**config.mk**
```make
export PLATFORM = sky130hd
export DESIGN_NAME = miriscv_pipe_ctrl
export DESIGN_NICKNAME = d
export VERILOG_FILES = /design/src/rtl/miriscv_pipe_ctrl_pkg.sv /design/src/rtl/miriscv_pipe_ctrl_fwd.sv /design/src/rtl/miriscv_pipe_ctrl.sv
export SDC_FILE = /design/constraint.sdc
export NUM_CORES = 1
export LEC_CHECK = 0
export ABC_AREA = 0
export CORE_AREA = 5 5 96 98
export DETAILED_ROUTE_END_ITERATION = 10
export DIE_AREA = 0 0 101 103
export GPL_TIMING_DRIVEN = 0
export HOLD_SLACK_MARGIN = 0.06
export PLACE_DENSITY_LB_ADDON = 0.15
export SLEW_MARGIN = 20
export SYNTH_ARGS = -nofsm -noshare
export SYNTH_HDL_FRONTEND = slang
export SYNTH_SLANG_ARGS = --single-unit
```
**constraint.sdc**
```tcl
create_clock -name clk_i -period 5.5 [get_ports clk_i]
set_input_delay 0.825 -clock clk_i [delete_from_list [all_inputs] [get_ports clk_i]]
set_output_delay 0.825 -clock clk_i [all_outputs]
set_load 0.01 [all_outputs]
```
**src/rtl/miriscv_pipe_ctrl_pkg.sv**
```systemverilog
// miriscv_pipe_ctrl_pkg
//   Shared types and helpers for the parametrised pipeline control unit.
//   - pipe_ctrl_state_e : BOOT / RUN / DRAIN / HALTED control states
//   - BYP_NONE          : bypass-select value meaning "read the register file"
//   - calc_sel_w()      : bypass-select width for a given pipeline depth
//   - XLEN_DEF / GPR_ADDR_W_DEF : default datapath widths (mirror the core packages)
package miriscv_pipe_ctrl_pkg;

    localparam int XLEN_DEF       = 32;
    localparam int GPR_ADDR_W_DEF = 5;

    typedef enum logic [1:0] {
        ST_BOOT   = 2'd0,
        ST_RUN    = 2'd1,
        ST_DRAIN  = 2'd2,
        ST_HALTED = 2'd3
    } pipe_ctrl_state_e;

    localparam int BYP_NONE = 0;

    // Select must encode 0 (no bypass) plus one code per producer stage.
    function automatic int calc_sel_w(input int pipe_stages);
        int nprod;
        nprod = pipe_stages - 2;
        return (nprod < 1) ? 1 : $clog2(nprod + 1);
    endfunction

endpackage

```
**src/rtl/miriscv_pipe_ctrl_fwd.sv**
```systemverilog
// miriscv_pipe_ctrl_fwd
//   Per-operand RAW hazard detection and bypass selection.
//   Ports:
//     rs_addr_i, rs_req_i   : consumer source register and its use flag
//     cons_valid_i          : stage-0 valid
//     prod_rd_addr_i        : rd per producer, index k-1 is stage k
//     prod_we_i/valid_i/late_i : producer write-enable, valid, not-yet-forwardable
//     sel_o                 : 0 = no bypass, k = forward from producer stage k
//     late_o                : selected producer cannot forward yet (load-use)
module miriscv_pipe_ctrl_fwd
    import miriscv_pipe_ctrl_pkg::*;
#(
    parameter int NPROD      = 3,
    parameter int GPR_ADDR_W = 5,
    parameter int SEL_W      = 2
) (
    input  logic [GPR_ADDR_W-1:0]            rs_addr_i,
    input  logic                             rs_req_i,
    input  logic                             cons_valid_i,
    input  logic [NPROD-1:0][GPR_ADDR_W-1:0] prod_rd_addr_i,
    input  logic [NPROD-1:0]                 prod_we_i,
    input  logic [NPROD-1:0]                 prod_valid_i,
    input  logic [NPROD-1:0]                 prod_late_i,
    output logic [SEL_W-1:0]                 sel_o,
    output logic                             late_o
);

    logic [NPROD-1:0] hit;

    always_comb begin
        hit = '0;
        for (int k = 0; k < NPROD; k++) begin
            hit[k] = rs_req_i & cons_valid_i & prod_we_i[k] & prod_valid_i[k]
                   & (prod_rd_addr_i[k] == rs_addr_i)
                   & (prod_rd_addr_i[k] != '0);
        end
    end

    // Walk from the farthest producer down so the nearest hit is written last.
    // The late flag follows the selected producer only, so a stale far load
    // never stalls an operand that a nearer producer already supplies.
    always_comb begin
        sel_o  = SEL_W'(BYP_NONE);
        late_o = 1'b0;
        for (int k = NPROD - 1; k >= 0; k--) begin
            if (hit[k]) begin
                sel_o  = SEL_W'(k + 1);
                late_o = prod_late_i[k];
            end
        end
    end

endmodule

```
**src/rtl/miriscv_pipe_ctrl.sv**
```systemverilog
// miriscv_pipe_ctrl
//   Pipeline control: RAW bypass select, load-use stall, stall cascade,
//   mispredict flush, boot-address forcing and a halt/drain/resume FSM.
//   Ports:
//     clk_i, arstn_i             : clock, asynchronous active-low reset
//     boot_addr_i                : PC forced while booting
//     stall_req_i, valid_i       : per-stage stall request / valid
//     rs*_addr_i, rs*_req_i      : stage-0 sources
//     prod_rd_addr_i/we_i/late_i : producer stages 1..PIPE_STAGES-2
//     res_*                      : resolve-stage branch outcome and PCs
//     halt_req_i, resume_req_i   : debug / power halt control
//     byp_sel1_o, byp_sel2_o     : bypass selects (0 = none)
//     stall_o, kill_o            : per-stage stall / kill
//     force_pc_o, force_f_o      : fetch redirect
//     halted_o                   : registered, pipeline drained and halted
//     perf_stall_cnt_o, perf_flush_cnt_o : performance counters
//   Build option: MIRISCV_PIPE_CTRL_PERF_EN enables the counters; otherwise
//   both outputs are tied to zero.
module miriscv_pipe_ctrl
    import miriscv_pipe_ctrl_pkg::*;
#(
    parameter int    PIPE_STAGES = 5,
    parameter int    BOOT_CYCLES = 2,
    parameter int    XLEN        = XLEN_DEF,
    parameter int    GPR_ADDR_W  = GPR_ADDR_W_DEF,
    localparam int   NPROD       = PIPE_STAGES - 2,
    localparam int   SEL_W       = calc_sel_w(PIPE_STAGES)
) (
    input  logic                             clk_i,
    input  logic                             arstn_i,
    input  logic [XLEN-1:0]                  boot_addr_i,
    input  logic [PIPE_STAGES-1:0]           stall_req_i,
    input  logic [PIPE_STAGES-1:0]           valid_i,
    input  logic [GPR_ADDR_W-1:0]            rs1_addr_i,
    input  logic [GPR_ADDR_W-1:0]            rs2_addr_i,
    input  logic                             rs1_req_i,
    input  logic                             rs2_req_i,
    input  logic [NPROD-1:0][GPR_ADDR_W-1:0] prod_rd_addr_i,
    input  logic [NPROD-1:0]                 prod_rd_we_i,
    input  logic [NPROD-1:0]                 prod_late_i,
    input  logic                             res_prediction_i,
    input  logic                             res_taken_i,
    input  logic [XLEN-1:0]                  res_target_pc_i,
    input  logic [XLEN-1:0]                  res_next_pc_i,
    input  logic                             halt_req_i,
    input  logic                             resume_req_i,
    output logic [SEL_W-1:0]                 byp_sel1_o,
    output logic [SEL_W-1:0]                 byp_sel2_o,
    output logic [PIPE_STAGES-1:0]           stall_o,
    output logic [PIPE_STAGES-1:0]           kill_o,
    output logic [XLEN-1:0]                  force_pc_o,
    output logic                             force_f_o,
    output logic                             halted_o,
    output logic [31:0]                      perf_stall_cnt_o,
    output logic [31:0]                      perf_flush_cnt_o
);

    localparam int CNT_W = (BOOT_CYCLES > 1) ? $clog2(BOOT_CYCLES) : 1;
    localparam logic [CNT_W-1:0] BOOT_LAST = CNT_W'(BOOT_CYCLES - 1);

    pipe_ctrl_state_e state_q, state_d;
    logic [CNT_W-1:0] boot_cnt_q, boot_cnt_d;
    logic             halted_q;

    logic late1, late2, hz_stall, mispred, drained;

    miriscv_pipe_ctrl_fwd #(.NPROD(NPROD), .GPR_ADDR_W(GPR_ADDR_W), .SEL_W(SEL_W)) u_fwd1 (
        .rs_addr_i      (rs1_addr_i),
        .rs_req_i       (rs1_req_i),
        .cons_valid_i   (valid_i[0]),
        .prod_rd_addr_i (prod_rd_addr_i),
        .prod_we_i      (prod_rd_we_i),
        .prod_valid_i   (valid_i[NPROD:1]),
        .prod_late_i    (prod_late_i),
        .sel_o          (byp_sel1_o),
        .late_o         (late1)
    );

    miriscv_pipe_ctrl_fwd #(.NPROD(NPROD), .GPR_ADDR_W(GPR_ADDR_W), .SEL_W(SEL_W)) u_fwd2 (
        .rs_addr_i      (rs2_addr_i),
        .rs_req_i       (rs2_req_i),
        .cons_valid_i   (valid_i[0]),
        .prod_rd_addr_i (prod_rd_addr_i),
        .prod_we_i      (prod_rd_we_i),
        .prod_valid_i   (valid_i[NPROD:1]),
        .prod_late_i    (prod_late_i),
        .sel_o          (byp_sel2_o),
        .late_o         (late2)
    );

    assign hz_stall = late1 | late2;
    assign drained  = (valid_i[PIPE_STAGES-1:1] == '0);
    assign mispred  = valid_i[PIPE_STAGES-1] & (res_prediction_i ^ res_taken_i)
                    & ((state_q == ST_RUN) | (state_q == ST_DRAIN));

    // A stage stalls when it or any later stage asks to.
    always_comb begin
        stall_o = '0;
        for (int s = 0; s < PIPE_STAGES; s++) begin
            stall_o[s] = |(stall_req_i >> s);
        end
        stall_o[0] = stall_o[0] | hz_stall
                   | (state_q == ST_DRAIN) | (state_q == ST_HALTED);
    end

    always_comb begin
        kill_o     = mispred ? '1 : '0;
        force_pc_o = res_taken_i ? res_target_pc_i : res_next_pc_i;
        force_f_o  = mispred;
        if (state_q == ST_BOOT) begin
            force_pc_o = boot_addr_i;
            force_f_o  = 1'b1;
        end
    end

    always_comb begin
        state_d    = state_q;
        boot_cnt_d = boot_cnt_q;
        case (state_q)
            ST_BOOT: begin
                if (boot_cnt_q == BOOT_LAST) state_d = ST_RUN;
                else                         boot_cnt_d = boot_cnt_q + 1'b1;
            end
            ST_RUN:    if (halt_req_i)   state_d = ST_DRAIN;
            ST_DRAIN:  if (drained)      state_d = ST_HALTED;
            ST_HALTED: if (resume_req_i) state_d = ST_RUN;
            default:                     state_d = ST_BOOT;
        endcase
    end

    always_ff @(posedge clk_i or negedge arstn_i) begin
        if (!arstn_i) begin
            state_q    <= ST_BOOT;
            boot_cnt_q <= '0;
            halted_q   <= 1'b0;
        end else begin
            state_q    <= state_d;
            boot_cnt_q <= boot_cnt_d;
            halted_q   <= (state_d == ST_HALTED);
        end
    end

    assign halted_o = halted_q;

`ifdef MIRISCV_PIPE_CTRL_PERF_EN
    logic [31:0] perf_stall_q, perf_flush_q;

    always_ff @(posedge clk_i or negedge arstn_i) begin
        if (!arstn_i) begin
            perf_stall_q <= '0;
            perf_flush_q <= '0;
        end else begin
            if (stall_o[0] && (state_q == ST_RUN)) perf_stall_q <= perf_stall_q + 32'd1;
            if (mispred)                           perf_flush_q <= perf_flush_q + 32'd1;
        end
    end

    assign perf_stall_cnt_o = perf_stall_q;
    assign perf_flush_cnt_o = perf_flush_q;
`else
    assign perf_stall_cnt_o = '0;
    assign perf_flush_cnt_o = '0;
`endif

endmodule

```
# --- Yosys cells after proc, flatten, opt, wreduce, memory -nomap -nowiden ---
# Cells that the tools add are included.
classes:
  add_sub_neg: 1
  n_eq_ne: 10
  mux: 22
  bitwise_logic: 34
  reduce_logical: 9
op_table:
  columns: ["cell", "count"]
  rows:
  - ["$mux W32", 2]
  - ["$eq A5 B5 Y1", 6]
  - ["$and A1 B1 Y1", 28]
  - ["$mux W2", 10]
  - ["$reduce_bool A5 Y1", 3]
  - ["$mux W1", 8]
  - ["$pmux W2 S4", 1]
  - ["$eq A2 B2 Y1 const B", 3]
  - ["$mux W5", 1]
  - ["$or A1 B1 Y1", 5]
  - ["$reduce_or A5 Y1", 1]
  - ["$logic_not A4 Y1", 1]
  - ["$reduce_or A4 Y1", 1]
  - ["$reduce_or A3 Y1", 1]
  - ["$eq A2 B1 Y1 const B", 1]
  - ["$logic_not A2 Y1", 1]
  - ["$reduce_or A2 Y1", 1]
  - ["$add A1 B1 Y1 const B", 1]
  - ["$xor A1 B1 Y1", 1]
word_totals:
  reg_bits: 4
  in_bits: 145
  output_inout_bits: 112
  elab_cells: 79

# --- Logic depth before layout (Yosys ltp) ---
# Gate-level depths: netlist (run 1).
depth:
  depth_word: 12
  depth_mapped: 7
  ltp_nobuf: 7

# --- Hierarchy ---
# A second synthesis (run 1) with hierarchy kept.
unflattened:
  cells_unflattened: 301
  area_unflattened_um2: 2082.0
by_module_without_submodules:
  columns: ["mod", "instances", "cells_per_inst", "area_each_um2", "seq_area_each_um2"]
  rows:
  - ["miriscv_pipe_ctrl", 1, 215, 1498.9, 100.1]
  - ["miriscv_pipe_ctrl_fwd", 2, 43, 291.5, 0.0]

# --- Worst setup path before layout (run 1) ---
# OpenSTA, ideal clock, no wires.
synth_timing:
  path_type: "input -> output"
  start: "input port stall_req_i[4]"
  end: "output port stall_o[0]"
  arrival_time_ps: 2242
  required_ps: 4675
  slack_ps: 2433
  path_stages: 5
  path_buffers: 0
  path_cell_list: "or3_4 > or2_1 > or4_1 > a311oi_2 > o211ai_1"
synth_via:
  elab_chain_len: 4
synth_lines:
  columns: ["item", "line", "rtl"]
  rows:
  - ["start, declared", "miriscv_pipe_ctrl.sv:32", "input logic [PIPE_STAGES-1:0] stall_req_i,"]
  - ["$reduce_or A5 Y1", "miriscv_pipe_ctrl.sv:100", "stall_o[s] = |(stall_req_i >> s);"]
  - ["$or A1 B1 Y1", "miriscv_pipe_ctrl.sv:102", "stall_o[0] = stall_o[0] | hz_stall"]
  - ["$or A1 B1 Y1 (2 in series)", "miriscv_pipe_ctrl.sv:103", "| (state_q == ST_DRAIN) | (state_q == ST_HALTED);"]
  - ["end, declared", "miriscv_pipe_ctrl.sv:49", "output logic [PIPE_STAGES-1:0] stall_o,"]
# Every way passes these cells.

# --- Worst setup path in the final report (run 1) ---
layout_timing:
  start: "input port rs2_addr_i[3]"
  end: "output port stall_o[0]"
layout_via:
  elab_chain_len: 10
  word_cells_on_any_way: 16
  classes_between: "eq/ne: 3; mux: 3; bitwise: 10"
layout_lines:
  columns: ["item", "line", "rtl"]
  rows:
  - ["start, declared", "miriscv_pipe_ctrl.sv:35", "input logic [GPR_ADDR_W-1:0] rs2_addr_i,"]
  - ["$eq A5 B5 Y1", "miriscv_pipe_ctrl_fwd.sv:34", "& (prod_rd_addr_i[k] == rs_addr_i)"]
  - ["$and A1 B1 Y1", "miriscv_pipe_ctrl_fwd.sv:34", null]
  - ["$and A1 B1 Y1", "miriscv_pipe_ctrl_fwd.sv:35", "& (prod_rd_addr_i[k] != '0);"]
  - ["$mux W1 (2 in series)", "miriscv_pipe_ctrl_fwd.sv:46", "if (hit[k]) begin"]
  - ["$mux W1 *", "miriscv_pipe_ctrl_fwd.sv:46", null]
  - ["$or A1 B1 Y1 *", "miriscv_pipe_ctrl.sv:91", "assign hz_stall = late1 | late2;"]
  - ["$or A1 B1 Y1 *", "miriscv_pipe_ctrl.sv:102", null]
  - ["$or A1 B1 Y1 * (2 in series)", "miriscv_pipe_ctrl.sv:103", null]
# Mark *: on every way between the ends. The rest lies on a longest branch, timed or not.

==> impl_metrics.csv, run 1 <==
group,metric,value,unit
run_status,status,"complete, no violations",
layout,final_cell_mix,"clkdlybuf4s50_1 (191), buf_4 (70), conb_1 (64)",
sta,achievable-frequency,244,MHz
cts,clkLatencyLatePin,210,ps
floorplan,die_y,103,um
yosys,syn_inst,281,
critical_path,cp-end-kind,"output pin",
drt,met1_length,3.08,mm
sta,setup_viol,0,
floorplan,die-area,10400,um2
sta,fin_worst_skew,1.27,ps
grt,grt_overflow,0,
yosys,synth-seq-area-share,5.08,%
placement,post-dp-hpwl,8.39,mm
grt,track_usage,16.3,%
yosys,yosys.area.top_type,"buf_4",
drt,wl_met2,4.79,mm
yosys,synth_area_leaders,"buf_4 (27%), mux2i_1 (16%), xnor2_1 (11%)",
grt,grt_max_degree,11,
floorplan,coreArea,8380,um2
layout,final_common_cell,"clkdlybuf4s50_1",
critical_path,arrival,3270,ps
layout,syn2layout_area_growth,118,%
cts,holdBufCountCts,0,
critical_path,start_kind,"primary input",
drt,top_layer,"met4",
layout,n_antenna_cell,0,
power,power.leakage,1.96,nW
placement,place.gp.congestion,0.787,
drt,dr.pass1.iters,4,
cts,h-tree-depth,1,
yosys,syn_area,1970,um2
power,vdd_drop_max,143,uV
cts,path_clk_slew,30,ps
job,cap_violations,0,
layout,num-fill-cells,845,
placement,dp_slack,1430,ps
yosys,synth_cell_types,34,
floorplan,initial_utilization,23.5,%
layout,nets,689,
grt,first_global_vias,2712,
cts,cts_sinks,4,
grt,grt_pass1_wl,13.5,mm
sta,rsz0062_at_grt,"false",
sta,finalCritPeriodShare,74.4,%
placement,placed_cells,643,
min_path,hp-class,"flop to flop",
floorplan,die_x,101,um
layout,finalNonFillerCells,646,
cts,ctsResizeCount,0,
drt,drc,0,
cts,tritoncts,"built",
floorplan,ios,257,
critical_path,worst_ep_required_time,4680,ps
sta,final-max-slew-violation-count,0,
sta,finalCriticalPeriod,4090,ps
yosys,ys_ff_latch,4,
grt,antenna_found_initial,0,
sta,worst_slack,1410,ps
drt,vias,2594,
drt,antenna_left,0,
floorplan,num_rows,34,
sta,hold_viol_final,0,
critical_path,crit_type,"primary input to output pin",
drt,routed_wl,9.34,mm
sta,tns,0,ps
power,p_per_area,224,nW/um2
yosys,netlist.area_leader.share,26.7,%
drt,drt_iter0_markers,36,
cts,cts_setup_buffers,0,
cts,cts_buffer_depth,2,
layout,drive_gt1_share,15.2,%
cts,cts_root_buffer,"clkbuf_8",
yosys,synth_warnings,0,
drt,wl_per_cell,14.5,um
critical_path,path_max_fanout,3,
drt,dr_wl_met3,1.33,mm
placement,port_buffers,191,
drt,vias_per_cell,4.02,
yosys,syn_avg_cell_area,7.01,um2
cts,numCtsBuffers,3,
==> logic make-up after synthesis <==
group / after synthesis / synth area share [%]
flops: 4 / 5.08
xor+xnor: 31 / 13.8
fa+ha+maj: 4 / 2.54
mux: 32 / 16.3
compound gates: 53 / 15.6
buf+inv: 86 / 29.9
simple gates: 70 / 16.6
other cells: 1 / 0.190
==> power by group <==
part	internal, mW	switching, mW	leakage [nW]
Sequential	0.0402	0.00843	0.0463
Clock	0.0464	0.0126	0.0216
Combinational	0.462	0.393	1.89
==> area by class of cell <==
class                           instances  area, um2  area share [%]
Clock buffer                            3       41.3           0.961
Inverter                                5       18.8           0.437
Sequential cell                         4        100            2.33
Buffer                                 81        571            13.3
Multi-Input combinational cell        254       1520            35.3
Timing Repair Buffer                  191       1910            44.5
Tap cell                              108        135            3.15
==> Yosys cell counts <==
cell,n
or3_4,1
or2_1,1
or2_2,3
nand2_1,41
or4_1,3
o31a_1,1
o211a_1,1
inv_1,5
dfrtp_1,4
a21boi_0,2
o211ai_2,1
ha_1,4
a21oi_1,9
xor2_1,7
nor4_1,2
nor3_1,6
o211ai_1,1
nand2b_1,1
and2_1,1
nand4_1,6
a21o_1,1
nor2_1,3
nand3_1,1
o21ai_0,34
clkbuf_1,8
buf_2,3
mux2i_1,32
conb_1,1
a311oi_2,1
xnor2_1,24
a22oi_1,1
and3_1,1
a2111oi_0,1
buf_4,70
==> state kept, by name (all words and copies together), names as in the netlist <==
signal	flops
halted_o	1
boot_cnt_q	1
state_q	2
==> per-stage QoR <==
stage | utilization [%] | power [mW] | instance area [um2] | hold WS (ps)
after floorplan | - | 0.435 | 2210 | 452
after global placement | 50.8 | 0.907 | 4250 | 489
after detailed placement | 50.8 | 0.910 | 4250 | 482
after CTS | 51.3 | 0.978 | 4300 | 489
after global routing | 51.3 | 1.05 | 4300 | 514
final | 51.3 | 0.963 | 4300 | 487
==> final timing paths <==
path,startpoint,endpoint,slack [ps],cells past startpoint
min in group asynchronous,arstn_i,halted_o,810,1
worst min-delay path,boot_cnt_q,boot_cnt_q,490,1
worst max-delay path,rs2_addr_i[3],stall_o[0],1410,8
worst min register to register,boot_cnt_q,boot_cnt_q,490,1
worst max register to register,state_q[1],halted_o,4000,5
max in group asynchronous,arstn_i,boot_cnt_q,4530,1
==> critical path, stage by stage <==
cell and delay, ps:
clkdlybuf4s50_1 510, xnor2_1 240, nand4_1 120, nor4_1 420, a21boi_0 340, a311oi_2 140
o211ai_1 110, clkdlybuf4s50_1 560
==> per-layer routing <==
| layer | global-route usage [%] | vias to the layer above |
|---|---|---|
| met1 | 16.2 | 1091 |
| met4 | 2.76 | 0 |
| met2 | 31.1 | 153 |
| met3 | 7.98 | 10 |
| met5 | 0 | - |
| li1 | - | 1340 |
Note: power is estimated with default switching activity, not from simulation.
==> inputs of run 2 (changes only) <==
- clock period: 5.5 -> 4.06 ns (I/O delays scaled with it)
==> results of run 2 <==
The final DEF is identical to that of run 1. Status: complete, no violations.
Main changes from that run: setup slack after placement 1430 ps -> 422 ps; setup slack after layout 1410 ps -> 399 ps; register-to-register setup slack 4000 ps -> 2560 ps; total power 0.963 mW -> 1.30 mW; worst IR drop on VDD 143 uV -> 193 uV
